### src/rtl/axi4_lite_pkg.sv
// -----------------------------------------------------------------------------
// axi4_lite_pkg
// Shared definitions for the AXI4-Lite two-master arbiter:
//   - write and read FSM state encodings
//   - master index constants (M1 = bit 0, M2 = bit 1 of every grant vector)
//   - default timeout length and counter width
// -----------------------------------------------------------------------------
package axi4_lite_pkg;

    typedef enum logic [1:0] {
        W_IDLE = 2'd0,
        W_ADDR = 2'd1,
        W_RESP = 2'd2
    } wr_state_t;

    typedef enum logic [1:0] {
        R_IDLE = 2'd0,
        R_ADDR = 2'd1,
        R_DATA = 2'd2
    } rd_state_t;

    localparam int M1 = 0;
    localparam int M2 = 1;

    localparam int DEFAULT_TIMEOUT_CYCLES = 64;
    localparam int DEFAULT_CNT_W          = 7;

endpackage

### src/rtl/axi4_lite_rr_arb.sv
// -----------------------------------------------------------------------------
// axi4_lite_rr_arb
// Two-way round-robin pick. Purely combinational; the caller registers the
// result together with its FSM state.
// Ports:
//   req      in  2  request vector, bit 0 = master 1, bit 1 = master 2
//   last_m2  in  1  last-served pointer: 1 = master 2 was served last
//   grant    out 2  one-hot winner, 0 when nobody requests
// -----------------------------------------------------------------------------
module axi4_lite_rr_arb
    import axi4_lite_pkg::*;
(
    input  logic [1:0] req,
    input  logic       last_m2,
    output logic [1:0] grant
);

    // Winner select: a lone requester always wins, a tie goes to the master
    // that was not served last.
    always_comb begin
        grant = 2'b00;
        case (req)
            2'b01:   grant[M1] = 1'b1;
            2'b10:   grant[M2] = 1'b1;
            2'b11: begin
                if (last_m2) begin
                    grant[M1] = 1'b1;
                end else begin
                    grant[M2] = 1'b1;
                end
            end
            default: grant = 2'b00;
        endcase
    end

endmodule

### src/rtl/axi4_lite_arbiter.sv
// -----------------------------------------------------------------------------
// axi4_lite_arbiter
// Transaction-level arbiter sharing the AXI4-Lite slave-side path between
// master 1 and master 2. Write (AW/W/B) and read (AR/R) are arbitrated by two
// independent FSMs; each grant is held for one complete transaction and the
// round-robin pointer advances only when a transaction finishes.
//
// Optional feature (macro AXI4_LITE_ARB_TIMEOUT_EN):
//   defined     - per-channel busy counter forces the FSM back to idle after
//                 TIMEOUT_CYCLES cycles without completion and pulses the
//                 matching timeout_err bit for one cycle.
//   not defined - no counters, grants are held until completion, timeout_err
//                 is tied to 0.
//
// Ports:
//   aclk        in  1  clock, rising edge
//   areset      in  1  synchronous active-high reset
//   m_awvalid   in  2  AWVALID per master (bit0 = M1, bit1 = M2)
//   m_arvalid   in  2  ARVALID per master
//   aw_hs/w_hs/b_hs/ar_hs/r_hs  in 1  muxed channel handshakes
//   wr_grant    out 2  one-hot write owner, 0 = none
//   rd_grant    out 2  one-hot read owner, 0 = none
//   timeout_err out 2  one-cycle pulse, bit0 write, bit1 read
// -----------------------------------------------------------------------------
module axi4_lite_arbiter
    import axi4_lite_pkg::*;
#(
    parameter int TIMEOUT_CYCLES = DEFAULT_TIMEOUT_CYCLES,
    parameter int CNT_W          = DEFAULT_CNT_W
)
(
    input  logic       aclk,
    input  logic       areset,
    input  logic [1:0] m_awvalid,
    input  logic [1:0] m_arvalid,
    input  logic       aw_hs,
    input  logic       w_hs,
    input  logic       b_hs,
    input  logic       ar_hs,
    input  logic       r_hs,
    output logic [1:0] wr_grant,
    output logic [1:0] rd_grant,
    output logic [1:0] timeout_err
);

    wr_state_t  wr_state_r;
    rd_state_t  rd_state_r;
    logic [1:0] wr_grant_r;
    logic [1:0] rd_grant_r;
    logic       wr_ptr_r;      // 1 = master 2 served last
    logic       rd_ptr_r;
    logic       aw_done_r;
    logic       w_done_r;
    logic       aw_seen_s;
    logic       w_seen_s;
    logic [1:0] wr_pick_s;
    logic [1:0] rd_pick_s;
    logic       wr_abort_s;    // forced release this cycle
    logic       rd_abort_s;

    axi4_lite_rr_arb u_wr_arb (
        .req     (m_awvalid),
        .last_m2 (wr_ptr_r),
        .grant   (wr_pick_s)
    );

    axi4_lite_rr_arb u_rd_arb (
        .req     (m_arvalid),
        .last_m2 (rd_ptr_r),
        .grant   (rd_pick_s)
    );

    // Address/data phase progress including handshakes landing this cycle,
    // so AW and W in the same cycle complete the phase at once.
    always_comb begin
        aw_seen_s = aw_done_r | aw_hs;
        w_seen_s  = w_done_r  | w_hs;
    end

`ifdef AXI4_LITE_ARB_TIMEOUT_EN
    logic [CNT_W-1:0] wr_cnt_r;
    logic [CNT_W-1:0] rd_cnt_r;
    logic             wr_to_r;
    logic             rd_to_r;
    logic             wr_expire_s;
    logic             rd_expire_s;

    // Expiry is suppressed when the closing handshake arrives on the same edge.
    always_comb begin
        wr_expire_s = (wr_state_r != W_IDLE) && (wr_cnt_r == CNT_W'(TIMEOUT_CYCLES - 1));
        rd_expire_s = (rd_state_r != R_IDLE) && (rd_cnt_r == CNT_W'(TIMEOUT_CYCLES - 1));
        wr_abort_s  = wr_expire_s & ~((wr_state_r == W_RESP) & b_hs);
        rd_abort_s  = rd_expire_s & ~((rd_state_r == R_DATA) & r_hs);
    end

    // Busy counters: held at 0 while idle, count every cycle a grant is open.
    always_ff @(posedge aclk) begin
        if (areset) begin
            wr_cnt_r <= {CNT_W{1'b0}};
            rd_cnt_r <= {CNT_W{1'b0}};
        end else begin
            wr_cnt_r <= (wr_state_r == W_IDLE) ? {CNT_W{1'b0}} : wr_cnt_r + CNT_W'(1);
            rd_cnt_r <= (rd_state_r == R_IDLE) ? {CNT_W{1'b0}} : rd_cnt_r + CNT_W'(1);
        end
    end

    // Error pulses: high for the single cycle following a forced release.
    always_ff @(posedge aclk) begin
        if (areset) begin
            wr_to_r <= 1'b0;
            rd_to_r <= 1'b0;
        end else begin
            wr_to_r <= wr_abort_s;
            rd_to_r <= rd_abort_s;
        end
    end

    assign timeout_err = {rd_to_r, wr_to_r};
`else
    assign wr_abort_s  = 1'b0;
    assign rd_abort_s  = 1'b0;
    assign timeout_err = 2'b00;

    // Timeout parameters only matter with the feature built in; this empty
    // guard keeps the configuration relation visible in every build.
    if ((2 ** CNT_W) <= TIMEOUT_CYCLES) begin : g_cnt_w_too_small
    end
`endif

    // Write FSM: grant on request, collect AW and W in any order, release on B.
    always_ff @(posedge aclk) begin
        if (areset) begin
            wr_state_r <= W_IDLE;
            wr_grant_r <= 2'b00;
            wr_ptr_r   <= 1'(M2);
            aw_done_r  <= 1'b0;
            w_done_r   <= 1'b0;
        end else begin
            case (wr_state_r)
                W_IDLE: begin
                    if (m_awvalid != 2'b00) begin
                        wr_grant_r <= wr_pick_s;
                        wr_state_r <= W_ADDR;
                    end
                end
                W_ADDR: begin
                    if (wr_abort_s) begin
                        wr_state_r <= W_IDLE;
                        wr_grant_r <= 2'b00;
                        wr_ptr_r   <= wr_grant_r[M2];
                        aw_done_r  <= 1'b0;
                        w_done_r   <= 1'b0;
                    end else if (aw_seen_s && w_seen_s) begin
                        wr_state_r <= W_RESP;
                        aw_done_r  <= 1'b0;
                        w_done_r   <= 1'b0;
                    end else begin
                        aw_done_r  <= aw_seen_s;
                        w_done_r   <= w_seen_s;
                    end
                end
                W_RESP: begin
                    if (b_hs || wr_abort_s) begin
                        wr_state_r <= W_IDLE;
                        wr_grant_r <= 2'b00;
                        wr_ptr_r   <= wr_grant_r[M2];
                    end
                end
                default: begin
                    wr_state_r <= W_IDLE;
                    wr_grant_r <= 2'b00;
                    aw_done_r  <= 1'b0;
                    w_done_r   <= 1'b0;
                end
            endcase
        end
    end

    // Read FSM: grant on request, wait for AR, release on R.
    always_ff @(posedge aclk) begin
        if (areset) begin
            rd_state_r <= R_IDLE;
            rd_grant_r <= 2'b00;
            rd_ptr_r   <= 1'(M2);
        end else begin
            case (rd_state_r)
                R_IDLE: begin
                    if (m_arvalid != 2'b00) begin
                        rd_grant_r <= rd_pick_s;
                        rd_state_r <= R_ADDR;
                    end
                end
                R_ADDR: begin
                    if (rd_abort_s) begin
                        rd_state_r <= R_IDLE;
                        rd_grant_r <= 2'b00;
                        rd_ptr_r   <= rd_grant_r[M2];
                    end else if (ar_hs) begin
                        rd_state_r <= R_DATA;
                    end
                end
                R_DATA: begin
                    if (r_hs || rd_abort_s) begin
                        rd_state_r <= R_IDLE;
                        rd_grant_r <= 2'b00;
                        rd_ptr_r   <= rd_grant_r[M2];
                    end
                end
                default: begin
                    rd_state_r <= R_IDLE;
                    rd_grant_r <= 2'b00;
                end
            endcase
        end
    end

    assign wr_grant = wr_grant_r;
    assign rd_grant = rd_grant_r;

endmodule

### config.mk
export PLATFORM = sky130hd
export DESIGN_NAME = axi4_lite_arbiter
export DESIGN_NICKNAME = d
export VERILOG_FILES = /design/src/rtl/axi4_lite_pkg.sv /design/src/rtl/axi4_lite_rr_arb.sv /design/src/rtl/axi4_lite_arbiter.sv
export SDC_FILE = /design/constraint.sdc
export NUM_CORES = 1
export LEC_CHECK = 0
export BUFFER_PORTS_ARGS = -buffer_cell sky130_fd_sc_hd__buf_4
export CAP_MARGIN = 25
export CORE_AREA = 2 2 39 41
export DETAILED_ROUTE_END_ITERATION = 6
export DIE_AREA = 0 0 41 43
export PLACE_DENSITY = 0.69
export SLEW_MARGIN = 20
export SYNTH_ARGS = -nofsm -noshare
export SYNTH_HDL_FRONTEND = slang
export SYNTH_SLANG_ARGS = --single-unit
### constraint.sdc
create_clock -name aclk -period 2.43 [get_ports aclk]
set_input_delay 0.6075 -clock aclk [delete_from_list [all_inputs] [get_ports aclk]]
set_output_delay 0.6075 -clock aclk [all_outputs]
set_load 0.005 [all_outputs]
==> results of run 1 <==
==> state kept, by name (all words and copies together), names as in the netlist <==
register / count
rd_grant: 2
aw_done_r: 1
rd_state_r: 2
wr_state_r: 2
w_done_r: 1
wr_ptr_r: 1
wr_grant: 2
rd_ptr_r: 1
==> power by group <==
group / switching, mW / internal [mW] / total [mW]
clock network: 0.0577 / 0.0572 / 0.115
logic: 0.0282 / 0.0386 / 0.0668
registers: 0.0165 / 0.211 / 0.227
total: 0.102 / 0.307 / 0.409
==> logic make-up after synthesis <==
logic type / after synthesis / share of synthesized area, %
mux: 1 / 1.72
compound gates: 19 / 23.0
buf+inv: 6 / 7.29
flops: 12 / 41.2
simple gates: 27 / 26.2
other cells: 1 / 0.643
==> metrics by stage <==
step           utilization [%]  total power, mW  setup slack (ps)  hold WS (ps)
6_report                  50.3            0.409              1090           483
3_5_place_dp              48.6            0.299              1050           479
5_1_grt                   50.3            0.430              1060           514
2_1_floorplan                -            0.274              1200           462
3_3_place_gp              48.6            0.298              1060           479
4_1_cts                   50.3            0.413              1070           489
==> metal layers <==
| metal | part of all wire [%] | up-vias | GRT usage (%) |
|---|---|---|---|
| met3 | 5.6 | 2 | 1.57 |
| met1 | 52 | 210 | 18.3 |
| li1 | - | 264 | - |
| met5 | 0 | - | 0 |
| met2 | 42 | 11 | 17.5 |
| met4 | 0.71 | 0 | 8.00 |
==> cell type report <==
type,count,area [sq um]
clock buffer,3,22.5
fill,141,688
inverter,1,3.75
multi-input combinational,49,304
sequential,12,240
tap,16,20.0
timing repair buffer,14,105
==> cell usage after synthesis, types with 2 or more instances <==
cell      number  area (sq um)
dfxtp_1       12           240
nand2b_1       7          43.8
nor3_1         6          30.0
a21oi_1        4          20.0
nand3_1        4          20.0
buf_4          3          22.5
nand2_1        3          11.3
nor2_1         3          11.3
o21ai_1        3          15.0
nand3b_1       2          15.0
o21ai_0        2          10.0
o31a_1         2          17.5
==> placed cells by master, fill, tap and decap left out, types with 2 or more instances in the layout <==
master	n
o31a_1	2
o21ai_0	2
buf_4	14
a21oi_1	4
o21ai_1	3
nand2_1	3
nor2_1	3
conb_1	2
nand3b_1	2
nand2b_1	7
clkbuf_4	3
dfxtp_1	12
nor3_1	6
nand3_1	4
==> worst min-delay path by stage <==
stage / cells past startpoint / slack [ps] / endpoint / start
6_report: 2 / 480 / wr_grant[0]$_SDFFE_PP0P_ / wr_grant[0]$_SDFFE_PP0P_
5_1_grt: 2 / 510 / wr_grant[1]$_SDFFE_PP0P_ / wr_grant[1]$_SDFFE_PP0P_
4_1_cts: 2 / 490 / wr_grant[0]$_SDFFE_PP0P_ / wr_grant[0]$_SDFFE_PP0P_
3_5_place_dp: 2 / 480 / wr_grant[0]$_SDFFE_PP0P_ / wr_grant[0]$_SDFFE_PP0P_
3_3_place_gp: 2 / 480 / wr_grant[0]$_SDFFE_PP0P_ / wr_grant[0]$_SDFFE_PP0P_
2_1_floorplan: 2 / 460 / wr_ptr_r$_SDFFE_PP1P_ / wr_ptr_r$_SDFFE_PP1P_
==> metrics, run 1 <==
drt wl/cell 10.4 microns; critical path startpoint wr_grant[1]$_SDFFE_PP0P_; All-Layer GR Usage 12.8%; Crit Reg-Reg Startpoint wr_state_r[0]$_SDFFE_PP0P_; Syn Inst Count 66; endpoints failing hold 0; Clock Pin Slew Worst Setup and Hold Paths 70 ps; unrepaired setup endpoints after global routing no; CTS tree done; I/O pins 17; Vias 487; DRC errors left 0; layout cell share with drive strength beyond 1 24.1%; Slowest-stage cell, CP dfxtp_1; yosys warns 0; Vias per Instance 5.13; diodes inserted 0; CTS resizes 0; CP Buf/Inv Count 1; Total Wirelength 987 microns; endpoints failing setup 0; area delta synth->final 19.3%; Seq/Total Area, Yosys 41.2%; critical path data required time 1820 ps; Leak 0.273 nW; Non-Filler Instances 95; clk sink count 12; post-CTS setup buffer count 0; CP Depth 1; total CTS buffers 3; Critical Path End wr_grant[1]; post-route minimum period 1340 ps; startpoint types flop; fmax 745 MHz; status finished clean; kind of critical path reg -> out; fin crit share 55.3%; Nets 92; critical path's top delay family flip-flops; Clock Skew 6.16 ps; Cell Area, Synth 583 sq um; clk buf depth 2; clk root buf clkbuf_4; FF+latch count, synth 12; synth unique cells 27; Die ar. 0.00176 sq mm; Port Buffers 14; Pins Over Slew Limit 0; number of synthesized flops with an enable pin 0; Worst Path Arrival 740 ps; post-route cell area 696 sq um; critical path's largest stage delay 350 ps; global-route wire length before repair 1570 microns; vias in the first global route 418; syn_area_per_cell 8.83 sq um; setup TNS 0 ps; number of hold buffers added after CTS 0; crit end category output pin; PwrDens 588 mW/mm^2; DRT iter0 DRCs 7; min-delay worst type reg -> reg; Initial Utilization 42.1%; FF-to-FF End wr_ptr_r$_SDFFE_PP1P_; Max Cap Viol 0; core area 0.00138 sq mm; H-tree Lvls 1; r2r setup slk 1350 ps; Die W 41 microns; Antenna Nets Post-Route 0; initial antenna violation count 0; router iterations before antenna repair 2; Detail Placement HPWL 725 microns; crit path cell chain buf_4; Die Height 43 microns; worst skew pair latency 260 ps; number of cells after detailed placement 92; ys flop type dfxtp_1; routability cong. 0.687; FF-to-FF path depth 3; largest net degree at the start of global routing 15; maximum vdd drop 273 uV; dpl cell area 673 sq um; async set or reset register ratio after synthesis 0%; GRT overflow 0; Max FO, Critical Path 3; Row Count 14
Power figures use the tool's default switching activity.
==> run 2: changes to the inputs <==
==> constraint.sdc (replaced) <==
create_clock -name aclk -period 1.4 [get_ports aclk]
set_input_delay 0.35 -clock aclk [delete_from_list [all_inputs] [get_ports aclk]]
set_output_delay 0.35 -clock aclk [all_outputs]
set_load 0.005 [all_outputs]
==> metrics, run 2 (same netlist as run 1, synthesis figures left out) <==
pre-CTS setup slack 273 ps; setup TNS 0 ps; fin crit share 77.6%; endpoints failing setup 0; DRC errors left 0; Port Buffers 14; startpoint types flop; Vias per Instance 5.20; total CTS buffers 3; Max Cap Viol 0; number of hold buffers added after CTS 0; unrepaired setup endpoints after global routing no; router iterations before antenna repair 2; global-route wire length before repair 1500 microns; Max FO, Critical Path 3; I/O pins 17; met2 routed WL 439 microns; final setup margin 313 ps; Die W 41 microns; routed wl met3 53 microns; core area 0.00138 sq mm; Fillers 138; initial antenna violation count 0; area delta synth->final 19.3%; kind of critical path reg -> out; Pins Over Slew Limit 0; Clock Pin Slew Worst Setup and Hold Paths 70 ps; crit path cell chain buf_4; Slowest-stage cell, CP dfxtp_1; commonest cells after routing, fill and taps aside buf_4 (14), dfxtp_1 (12), nand2b_1 (7); CP Buf/Inv Count 1; Row Count 14; status finished clean; number of cells after detailed placement 92; PwrDens 1020 mW/mm^2; post-route cell area 696 sq um; Nets 92; min-delay worst type in -> reg; clk sink count 12; WHS 288 ps; GRT overflow 0; largest net degree at the start of global routing 15; length of routed wiring on met1 479 microns; Antenna Nets Post-Route 0; total power 708 uW; critical path's largest stage delay 350 ps; clk root buf clkbuf_4; Vias 494; vias in the first global route 397; post-CTS setup buffer count 0; Non-Filler Instances 95; fmax 920 MHz; diodes inserted 0; crit end category output pin; All-Layer GR Usage 12.2%; CTS tree done; post-route minimum period 1090 ps; critical path data required time 1050 ps; Initial Utilization 42.1%; endpoints failing hold 0; Die ar. 0.00176 sq mm; multi-input logic area 304 sq um; clk buf depth 2; dpl cell area 673 sq um; Detail Placement HPWL 714 microns; DRT iter0 DRCs 9; layout cell share with drive strength beyond 1 24.1%; worst skew pair latency 260 ps; Die Height 43 microns; Total Wirelength 977 microns; Clock Skew 7.38 ps; H-tree Lvls 1; routability cong. 0.687; Worst Path Arrival 740 ps; Leak 0.273 nW; commonest non-fill, non-tap cell in the layout buf_4; CTS resizes 0; top routing layer used met4; Reg area 240 sq um; fin util 50.3%; drt wl/cell 10.3 microns; maximum vdd drop 494 uV; critical path's top delay family flip-flops
run 2: cell counts in the layout (fill, tap and decap cells not counted):
No cell type changed its count.
run 2: area by class of cell:
| type | count | share of cell area (%) |
|---|---|---|
| clock buffers | 3 | 3.24 |
| inverters | 1 | 0.540 |
| multi-input cells | 49 | 43.7 |
| flip-flops and latches | 12 | 34.5 |
| well taps | 16 | 2.88 |
| repair buffers | 14 | 15.1 |
run 2: power by group:
| group | leakage (nW) | internal (mW) | switching [mW] | total, mW |
|---|---|---|---|---|
| Sequential | 0.0987 | 0.366 | 0.0289 | 0.395 |
| Combinational | 0.161 | 0.0670 | 0.0483 | 0.115 |
| Clock | 0.0138 | 0.0992 | 0.0988 | 0.198 |
run 2: final timing paths:
path / to / depth (start not counted) / from / slack (ps)
max: wr_grant[1] / 1 / wr_grant[1]$_SDFFE_PP0P_ / 310
min: rd_state_r[0]$_SDFFE_PP0P_ / 2 / ar_hs / 290
max reg2reg: wr_ptr_r$_SDFFE_PP1P_ / 3 / wr_state_r[0]$_SDFFE_PP0P_ / 320
min reg2reg: wr_grant[0]$_SDFFE_PP0P_ / 2 / wr_grant[0]$_SDFFE_PP0P_ / 480
run 2: worst register-to-register path, stage by stage (launching register included):
cell	delay [ps]
dfxtp_1	540
nand3b_1	190
mux2i_1	200
nand2b_1	70
run 2: per-layer routing:
| layer | global-route usage, % | vias to the layer above |
|---|---|---|
| met4 | 8.00 | 0 |
| met5 | 0 | - |
| met1 | 16.7 | 217 |
| met3 | 1.57 | 2 |
| met2 | 17.2 | 11 |
| li1 | - | 264 |
